<file path="src/rtl/updown_sweep_pkg.sv">
// Shared types and constants for the up/down sweep controller.
//   sweep_state_e : controller FSM states (idle, counting up, counting down, done).
//   DIR_UP/DIR_DN : value driven on the counter's up_down input for each direction.
package updown_sweep_pkg;

    localparam int unsigned StateW = 2;

    typedef enum logic [StateW-1:0] {
        StIdle = 2'd0,
        StUp   = 2'd1,
        StDown = 2'd2,
        StDone = 2'd3
    } sweep_state_e;

    localparam logic DIR_UP = 1'b1;
    localparam logic DIR_DN = 1'b0;

endpackage

</file>
<file path="src/rtl/updown_sweep_ctrl_turn_detect.sv">
// sweep_turn_detect: combinational turn-point detection for the sweep controller.
// The counter moves on the same edge the controller decides on, so turns are
// detected one count early (lim-1 going up, 1 going down).
//   cnt_count   : current counter value
//   lim         : latched sweep peak
//   cnt_enable  : registered counter enable (a frozen count must not turn)
//   dir         : registered counter direction
//   turn_up_hit : the next edge lands on lim while counting up
//   turn_dn_hit : the next edge lands on 0 while counting down
module sweep_turn_detect
    import updown_sweep_pkg::*;
#(
    parameter int unsigned N = 4
) (
    input  logic [N-1:0] cnt_count,
    input  logic [N-1:0] lim,
    input  logic         cnt_enable,
    input  logic         dir,
    output logic         turn_up_hit,
    output logic         turn_dn_hit
);

    logic [N-1:0] lim_m1;

    assign lim_m1      = lim - N'(1);
    assign turn_up_hit = cnt_enable && (dir == DIR_UP) && (cnt_count == lim_m1);
    assign turn_dn_hit = cnt_enable && (dir == DIR_DN) && (cnt_count == N'(1));

endmodule

</file>
<file path="src/rtl/updown_sweep_ctrl.sv">
// updown_sweep_ctrl: drives an external N-bit up/down counter through triangular
// sweeps 0 -> lim -> 0, repeated cfg_sweeps times (0 = until abort).
// Optional build macro: SWEEP_PAUSE_EN adds the pause input.
//   clk, rst            : clock (rising edge), asynchronous active-high reset
//   start, abort        : host commands (start pulse accepted only in idle; abort level)
//   cfg_limit/cfg_sweeps: sweep peak and sweep count, latched on accepted start
//   pause               : freezes the sweep (SWEEP_PAUSE_EN only)
//   cnt_count/overflow  : monitored counter outputs
//   cnt_enable/up_down  : registered counter controls
//   busy/done/err       : status; err is sticky until the next accepted start
//   sweep_idx           : completed sweeps
module updown_sweep_ctrl
    import updown_sweep_pkg::*;
#(
    parameter int unsigned N = 4,
    parameter int unsigned C = 4
) (
    input  logic         clk,
    input  logic         rst,
    input  logic         start,
    input  logic         abort,
    input  logic [N-1:0] cfg_limit,
    input  logic [C-1:0] cfg_sweeps,
`ifdef SWEEP_PAUSE_EN
    input  logic         pause,
`endif
    input  logic [N-1:0] cnt_count,
    input  logic         cnt_overflow,
    output logic         cnt_enable,
    output logic         cnt_up_down,
    output logic         busy,
    output logic         done,
    output logic         err,
    output logic [C-1:0] sweep_idx
);

    sweep_state_e state_q, state_d;
    logic [N-1:0] lim_q, lim_d;
    logic [C-1:0] sweeps_q, sweeps_d;
    logic [C-1:0] idx_q, idx_d;
    logic         en_q, en_d;
    logic         dir_q, dir_d;
    logic         busy_q, busy_d;
    logic         done_q, done_d;
    logic         err_q, err_d;

    logic         turn_up_hit, turn_dn_hit;
    logic         in_sweep, ovf_hit, start_ok, last_sweep, pause_act;
    logic [C-1:0] idx_inc;

`ifdef SWEEP_PAUSE_EN
    assign pause_act = pause;
`else
    assign pause_act = 1'b0;
`endif

    sweep_turn_detect #(
        .N (N)
    ) u_turn_detect (
        .cnt_count   (cnt_count),
        .lim         (lim_q),
        .cnt_enable  (en_q),
        .dir         (dir_q),
        .turn_up_hit (turn_up_hit),
        .turn_dn_hit (turn_dn_hit)
    );

    assign in_sweep   = (state_q == StUp) || (state_q == StDown);
    assign ovf_hit    = in_sweep && cnt_overflow;
    assign start_ok   = start && (cfg_limit != '0) && (cnt_count == '0);
    assign idx_inc    = idx_q + C'(1);
    assign last_sweep = (sweeps_q != '0) && (idx_inc == sweeps_q);

    // State register.
    always_ff @(posedge clk or posedge rst) begin
        if (rst) begin
            state_q <= StIdle;
        end else begin
            state_q <= state_d;
        end
    end

    // Next-state logic: abort > overflow > turn.
    always_comb begin
        state_d = state_q;
        unique case (state_q)
            StIdle: if (start_ok) state_d = StUp;
            StUp: begin
                if (ovf_hit)          state_d = StIdle;
                else if (turn_up_hit) state_d = StDown;
            end
            StDown: begin
                if (ovf_hit)          state_d = StIdle;
                else if (turn_dn_hit) state_d = last_sweep ? StDone : StUp;
            end
            StDone:  state_d = StIdle;
            default: state_d = StIdle;
        endcase
        if (abort) state_d = StIdle;
    end

    // Output / datapath next values.
    always_comb begin
        lim_d    = lim_q;
        sweeps_d = sweeps_q;
        idx_d    = idx_q;
        en_d     = en_q;
        dir_d    = dir_q;
        err_d    = err_q;
        unique case (state_q)
            StIdle: begin
                if (start_ok) begin
                    lim_d    = cfg_limit;
                    sweeps_d = cfg_sweeps;
                    idx_d    = '0;
                    err_d    = 1'b0;
                    en_d     = 1'b1;
                    dir_d    = DIR_UP;
                end else if (start) begin
                    err_d = 1'b1;
                end
            end
            StUp, StDown: begin
                if (ovf_hit) begin
                    err_d = 1'b1;
                    en_d  = 1'b0;
                    dir_d = DIR_UP;
                end else begin
                    en_d = !pause_act;
                    // A turn is still honoured when pause arrives on a moving edge:
                    // the counter steps on this edge regardless, so the direction
                    // must follow it.
                    if (turn_up_hit) dir_d = DIR_DN;
                    if (turn_dn_hit) begin
                        idx_d = idx_inc;
                        dir_d = DIR_UP;
                        if (last_sweep) en_d = 1'b0;
                    end
                end
            end
            default: ;
        endcase
        if (abort) begin
            lim_d    = lim_q;
            sweeps_d = sweeps_q;
            idx_d    = idx_q;
            err_d    = err_q;
            en_d     = 1'b0;
            dir_d    = DIR_UP;
        end
        busy_d = (state_d == StUp) || (state_d == StDown);
        done_d = (state_d == StDone);
    end

    always_ff @(posedge clk or posedge rst) begin
        if (rst) begin
            lim_q    <= '0;
            sweeps_q <= '0;
            idx_q    <= '0;
            en_q     <= 1'b0;
            dir_q    <= DIR_UP;
            busy_q   <= 1'b0;
            done_q   <= 1'b0;
            err_q    <= 1'b0;
        end else begin
            lim_q    <= lim_d;
            sweeps_q <= sweeps_d;
            idx_q    <= idx_d;
            en_q     <= en_d;
            dir_q    <= dir_d;
            busy_q   <= busy_d;
            done_q   <= done_d;
            err_q    <= err_d;
        end
    end

    assign cnt_enable  = en_q;
    assign cnt_up_down = dir_q;
    assign busy        = busy_q;
    assign done        = done_q;
    assign err         = err_q;
    assign sweep_idx   = idx_q;

endmodule
</file>
<file path="config.mk">
export PLATFORM = sky130hd
export DESIGN_NAME = updown_sweep_ctrl
export DESIGN_NICKNAME = d
export VERILOG_FILES = /design/src/rtl/updown_sweep_pkg.sv /design/src/rtl/updown_sweep_ctrl_turn_detect.sv /design/src/rtl/updown_sweep_ctrl.sv
export SDC_FILE = /design/constraint.sdc
export NUM_CORES = 1
export LEC_CHECK = 0
export BUFFER_PORTS_ARGS = -buffer_cell sky130_fd_sc_hd__buf_2
export CAP_MARGIN = 10
export CORE_ASPECT_RATIO = 1.1
export CORE_UTILIZATION = 41
export DETAILED_ROUTE_END_ITERATION = 8
export GPL_TIMING_DRIVEN = 0
export PLACE_DENSITY = 0.65
export RECOVER_POWER = 100
export SLEW_MARGIN = 15
export SYNTH_ARGS = -nofsm -noshare
export SYNTH_HDL_FRONTEND = slang
export SYNTH_HIERARCHICAL = 1
export SYNTH_SLANG_ARGS = --single-unit
</file>
<file path="constraint.sdc">
create_clock -name clk -period 2.3 [get_ports clk]
set_clock_uncertainty 0.2 [all_clocks]
set_input_delay 0.46 -clock clk [delete_from_list [all_inputs] [get_ports clk]]
set_output_delay 0.46 -clock clk [all_outputs]
set_load 0.005 [all_outputs]
</file>
==> results of run 1 <==
[worst max-delay path: stages, from the launching register on]
cell       delay (ns)
dfrtp_1          0.44
buf_4            0.15
xor2_1           0.21
o2111ai_2        0.18
a2111oi_4        0.33
inv_1            0.10
a21oi_2          0.15
a21oi_1          0.05
o22ai_1          0.21
a21oi_2          0.09
ha_2             0.31
[metrics by stage]
step,total power [uW],worst slack [ns]
2_1_floorplan,517,0.00638
3_3_place_gp,563,-0.316
3_5_place_dp,571,-0.387
4_1_cts,808,-0.0891
5_1_grt,881,-0.343
6_report,841,-0.181
[worst max path at each step]
stage / startpoint / endpoint / slack [ns] / cells past startpoint
global route: lim_q[0] / busy / -0.34 / 10
floorplan: cnt_count[1] / sweep_idx[3] / 0.006 / 6
finish: lim_q[0] / busy / -0.18 / 10
detailed placement: cnt_count[2] / busy / -0.39 / 10
global placement: cnt_count[1] / sweep_idx[2] / -0.32 / 7
CTS: lim_q[0] / busy / -0.09 / 10
[repair_timing]
item                       4_1_cts  5_1_grt
setup endpoints to repair        3        7
setup buffers                    3        5
pin swaps                        6       14
resized for setup                9       13
[cells by family (layout without fill, tap and decap cells)]
| group | count (synthesis) | in the layout |
|---|---|---|
| adders and majority gates | 7 | 7 |
| and+or+nand+nor | 30 | 30 |
| muxes | 11 | 11 |
| xor gates and xnor gates | 9 | 9 |
| AOI/OAI and AO/OA | 24 | 24 |
| buffers and inverters | 11 | 47 |
| DFF | 19 | 19 |
[synth_stat cells]
library cell	number
o21bai_1	1
mux2_2	8
or4b_1	1
nor3_2	1
nand3b_1	1
xnor2_1	7
clkbuf_1	1
a211oi_1	1
nand2_1	8
or2_2	1
mux2i_1	3
o2111ai_1	2
buf_2	1
a221oi_4	1
nand3_1	3
inv_1	9
o2bb2ai_1	1
and3_4	1
nor3b_2	1
nand2_4	1
xor2_1	2
dfstp_2	1
a221o_1	1
dfrtp_1	18
nand2b_1	2
a21oi_1	5
ha_1	7
o22ai_1	1
a311oi_1	1
or4_4	1
o21ai_0	3
nor2_1	4
nor2b_1	1
a31oi_1	1
o221ai_1	1
a32o_1	2
nand3_2	1
o21a_1	1
a21boi_0	1
nor3_1	2
a2111oi_2	1
nor4_4	1
[cell type report]
type | count | area [um2] | area share (%)
clock buffer | 3 | 22.5 | 1.44
timing repair buffer | 33 | 203 | 13.0
buffer | 1 | 5.00 | 0.321
multi-input combinational | 81 | 772 | 49.5
inverter | 9 | 33.8 | 2.17
tap | 33 | 41.3 | 2.65
sequential | 19 | 477 | 30.6
clock inverter | 1 | 5.00 | 0.321
[routing by layer]
layer / GRT usage [%] / share of wire [%]
met5: 0 / 0
met1: 22.9 / 43
met4: 7.52 / 1.2
met2: 31.7 / 53
met3: 3.36 / 2.7
[power by group]
| group | leakage [uW] | internal (uW) | switching, uW | total (uW) |
|---|---|---|---|---|
| Combinational | 0.000436 | 148 | 120 | 269 |
| Clock | 0.0000177 | 64.7 | 108 | 173 |
| Sequential | 0.000247 | 366 | 33.5 | 399 |
| Total | 0.000700 | 579 | 262 | 841 |
[registers in the layout (all words and copies together), names as in the netlist]
signal       count
busy             1
cnt_enable       1
cnt_up_down      1
done             1
err              1
lim_q            4
state_q          2
sweep_idx        4
sweeps_q         4
==> results.tsv, run 1 <==
stage	metric	value	unit
die	rows	20	
setup_path	crit_path_start_kind	flop	
cells_and_area	layout_commonest_cell	buf_2	
setup_path	timing.rr.end	busy	
cells_and_area	fin_util	56.1	%
route	postRouteAntennaNets	0	
logic_synthesis	synth_top_family_by_area	simple AND/OR/NAND/NOR gates	
clock_network	clk_pin_slew	0.12	ns
setup_path	crit_required	2.34	ns
timing	relSlewSlack	52.7	%
cells_and_area	nets	172	
placement	hpwl	1850	um
placement	gp_congestion	0.841	
clock_network	cts_buffers	3	
logic_synthesis	synth_simple_gate_area_share	16.6	%
timing	timing.final.crit_share	108	%
logic_synthesis	netlist_instances	111	
logic_synthesis	synth_area_per_cell	10.8	um2
route	drt_iter0_drc	16	
route	dr.pass1.iters	4	
setup_path	worst-r2r-cell-count	10	
run_status	violations	setup timing	
timing	setup_viol	2	
clock_network	clock_sinks	19	
timing	rsz0062_at_grt	true	
timing	hold_violations	0	
cells_and_area	diodes	0	
power	power.density	539	nW/um2
timing	timing.final.ws_setup	-0.181	ns
die	dieArea	3160	um2
timing	slew_violations	0	
placement	io_buffers	25	
clock_network	root_buffer	clkbuf_4	
placement	dp_cells	169	
power	vdd.ir_drop.worst	0.000454	V
power	leakage	0.000700	uW
cells_and_area	area_growth	29.5	%
setup_path	rr_startpoint	lim_q[0]	
logic_synthesis	post_synth_mux_area_share	9.98	%
grt	grt_overflow_total	0	
grt	first_global_vias	984	
clock_network	insertion_delay	0.30	ns
timing	fin_crit	2.48	ns
logic_synthesis	synth_xor_area_share	6.55	%
logic_synthesis	syn_area	1200	um2
clock_network	postCtsHoldBufs	0	
worst_hold_path	hold_path.class	in -> async	
clock_network	ctsHtreeMaxLevel	1	
timing	tightest_slew	0.709	ns
die	start_util	43.3	%
logic_synthesis	syn_nets	135	
setup_path	worstSetupPathType	reg -> reg	
setup_path	worstPathMaxFanout	4	
logic_synthesis	seq_area_frac_synth	39.6	%
grt	grt_pass1_wl	4260	um
run	drv_cap	0	
route	drc	0	
route	vias	973	
die	core	2780	um2
grt	antenna_found_initial	0	
placement	place_area	1380	um2
setup_path	cp-end-kind	flop	
logic_synthesis	synth_compound_area_share	16.4	%
logic_synthesis	synthAdderAreaFrac	7.28	%
logic_synthesis	synthDistinctLibCells	42	
cells_and_area	final_cells	180	
logic_synthesis	netlist.top_cell.by_area	dfrtp_1	
route	wl	2640	um
run_status	status	complete, but fails checks	
logic_synthesis	synth.area.top_cells	dfrtp_1 37%, mux2_2 7.5%, ha_1 7.3%	
die	ios	26	
route	via_per_inst	5.41	
logic_synthesis	ys_seq_elements	19	
die	fp.dieH	58.8	um
setup_path	r2r_setup_slack	-0.18	ns
timing	clock.fmax	403	MHz
clock_network	clock_path_buffers	2	
grt	track_usage	18.7	%
cells_and_area	layout_common_cells	22 x buf_2, 18 x dfrtp_1, 9 x nand2_1	
timing	holdWs	0.0464	ns
setup_path	arrival	2.52	ns
timing	tns	-0.258	ns
cells_and_area	final_area	1560	um2
grt	grt_max_degree	20	
cells_and_area	num-fill-cells	253	
logic_synthesis	yosysTopAreaCellShare	37.4	%
route	wire_per_inst	14.6	um
die	die_w	53.7	um
cells_and_area	post_route_cells_drive_above_1_share	45.6	%
logic_synthesis	yosys_warnings	6	
clock_network	cts_tree	built	
(Power assumes the default switching activity.)
==> run 2: changes to the inputs <==
Settings changed: ABC_AREA set to 1, PLACE_DENSITY 0.65 to not set.
==> results.tsv, run 2 <==
stage	metric	value	unit
run	drv_cap	0	
setup_path	crit_start	state_q[1]	
logic_synthesis	synth_simple_gate_area_share	32.2	%
placement	hpwl	2180	um
timing	tightest_slew	0.726	ns
route	vias	1238	
logic_synthesis	post_synth_mux_area_share	0	%
cells_and_area	area_growth	19.2	%
setup_path	rr_startpoint	state_q[1]	
worst_hold_path	hold_path.class	in -> async	
setup_path	crit_required	2.29	ns
clock_network	cts_buffers	3	
setup_path	crit_family	adder cells	
placement	place_area	1470	um2
die	die_w	55.7	um
logic_synthesis	synth_compound_area_share	12.3	%
logic_synthesis	netlist_instances	181	
die	dieArea	3400	um2
logic_synthesis	synth_top_family_by_area	simple AND/OR/NAND/NOR gates	
timing	hold_violations	0	
clock_network	cts_tree	built	
setup_path	crit_path_start_kind	flop	
cells_and_area	diodes	0	
cells_and_area	nets	241	
grt	track_usage	17.6	%
cells_and_area	final_area	1550	um2
route	via_per_inst	4.95	
logic_synthesis	syn_area	1300	um2
timing	clock.fmax	448	MHz
grt	antenna_found_initial	0	
power	vdd.ir_drop.worst	0.000349	V
clock_network	postCtsHoldBufs	0	
grt	grt_overflow_total	0	
power	power.density	590	nW/um2
setup_path	crit_path_top_delay_cell	dfrtp_1	
logic_synthesis	synth_area_per_cell	7.18	um2
logic_synthesis	synth_commonest_cells	47 x nand2_1, 33 x inv_1, 19 x nand3_1, 18 x dfrtp_1, 17 x nor2_1	
logic_synthesis	yosys_warnings	6	
timing	relSlewSlack	51.5	%
timing	timing.final.crit_share	97.1	%
setup_path	worst_path_largest_cell_delay	0.46	ns
die	start_util	43.0	%
die	fp.dieH	61.0	um
route	drt_iter0_drc	32	
setup_path	cp-end-kind	flop	
logic_synthesis	synthDistinctLibCells	27	
placement	gp_congestion	0.785	
die	ios	26	
logic_synthesis	syn_nets	205	
timing	fin_crit	2.23	ns
timing	slew_violations	0	
placement	io_buffers	25	
route	wl	2880	um
route	wire_per_inst	11.5	um
cells_and_area	multi_input_area	691	um2
clock_network	clk_pin_slew	0.12	ns
clock_network	clock_path_buffers	2	
logic_synthesis	netlist.top_cell.by_area	dfrtp_1	
logic_synthesis	ys_seq_elements	19	
route	dr.pass1.iters	4	
logic_synthesis	async_reset_ff_share	100	%
setup_path	arrival	2.22	ns
logic_synthesis	post-synth-top-count-cell	nand2_1	
power	leakage	0.000843	uW
setup_path	worst-r2r-cell-count	9	
setup_path	path_cells	inv_1 -> ha_1 -> clkbuf_1 -> nand2_1 -> o21ai_0 -> nor2_1 -> nor2_1 -> a21oi_2 -> ha_1	
route	drc	0	
setup_path	path_depth	9	
clock_network	ctsHtreeMaxLevel	1	
clock_network	insertion_delay	0.30	ns
setup_path	worstPathMaxFanout	8	
logic_synthesis	synth_edf_count	0	
grt	first_global_vias	1098	
logic_synthesis	ys_dominant_reg_cell	dfrtp_1	
logic_synthesis	yosysTopAreaCellShare	34.7	%
setup_path	worstSetupPathType	reg -> reg	
die	rows	21	
logic_synthesis	synth_xor_area_share	0.674	%
clock_network	root_buffer	clkbuf_4	
cells_and_area	post_route_cells_drive_above_1_share	23.6	%
cells_and_area	layout_commonest_cell	nand2_1	
logic_synthesis	synth.area.top_cells	dfrtp_1 35%, nand2_1 14%, inv_1 9.5%	
setup_path	cp_num_buf_inv	2	
cells_and_area	layout_common_cells	48 x nand2_1, 31 x inv_1, 24 x buf_2	
timing	setup_viol	0	
logic_synthesis	synthAdderAreaFrac	6.74	%
grt	grt_pass1_wl	4610	um
cells_and_area	seqCellArea	477	um2
cells_and_area	num-fill-cells	306	
route	postRouteAntennaNets	0	
grt	grt_max_degree	20	
clock_network	clock_sinks	19	
logic_synthesis	seq_area_frac_synth	36.7	%
run_status	status	complete, no violations	
power	total_power	913	uW
die	core	3020	um2
timing	rsz0062_at_grt	true	
## run 2: cell types whose count changed after synthesis, moves of 6 or more
cell	previous run	this run
nand3_1	3	19
inv_1	9	33
xnor2_1	7	1
nand2_1	8	47
mux2_2	8	0
nor2_1	4	17
## run 2: final cells by class
type	instances	area share, %
well taps	34	2.75
flip-flops and latches	19	30.8
inverters	35	8.49
clock buffers	3	1.46
clock inverters	1	0.485
multi-input cells	125	44.6
plain buffers	2	0.485
repair buffers	31	10.9
## run 2: worst register-to-register path, delay by kind of cell, from the launching register on
family,cells,cell delay [ns]
AOI/OAI and AO/OA,2,0.18
adders and majority gates,2,0.56
buffers and inverters,2,0.40
DFF,1,0.46
and+or+nand+nor,3,0.33
## run 2: worst paths after layout
path	endpoint	slack, ns
max	busy	0.07
min in group clk	sweeps_q[1]	0.19
max reg2reg	busy	0.07
min reg2reg	cnt_up_down	0.28
min	sweep_idx[1]	0.06
max in group asynchronous	cnt_enable	1.38
## run 2: kinds of logic after synthesis
group / Yosys count
AND/OR/NAND/NOR: 93
adder cells (fa/ha/maj): 7
AO/OA/AOI/OAI: 24
XOR/XNOR: 1
flip-flops: 19
buffers and inverters: 37
## run 2: routing by layer
layer	track usage, %	vias to the layer above	share of wire (%)
li1	-	642	-
met1	21.8	566	46
met2	31.0	26	49
met3	3.15	4	3.7
met4	7.14	0	1.3
met5	0	-	0
## run 2: power breakdown
group,internal [uW],leakage (uW),total [uW],switching [uW]
clock network,66.1,0.0000139,175,109
registers,383,0.000239,423,40.8
logic,130,0.000591,314,185
total,579,0.000843,913,334
## run 2: stage by stage
step / setup TNS (ns) / hold slack [ns] / util (%) / setup WS [ns] / instances
finish: 0 / 0.0581 / 51.2 / 0.0673 / 250
global route: -0.106 / 0.111 / 51.2 / -0.0732 / 250
CTS: 0 / 0.0777 / 50.1 / 0.0248 / 245
detailed placement: -0.897 / 0.267 / 48.5 / -0.442 / 240
global placement: -0.544 / 0.265 / 48.5 / -0.322 / 240
floorplan: 0 / 0.210 / - / 0.166 / 181
## run 2: what timing repair did
action | CTS | global route
endpoints found under the hold margin | 0 | 0
resized for setup | 2 | 8
endpoints found under the setup margin | 2 | 2
setup buffers | 1 | 5
pin swaps | 0 | 13
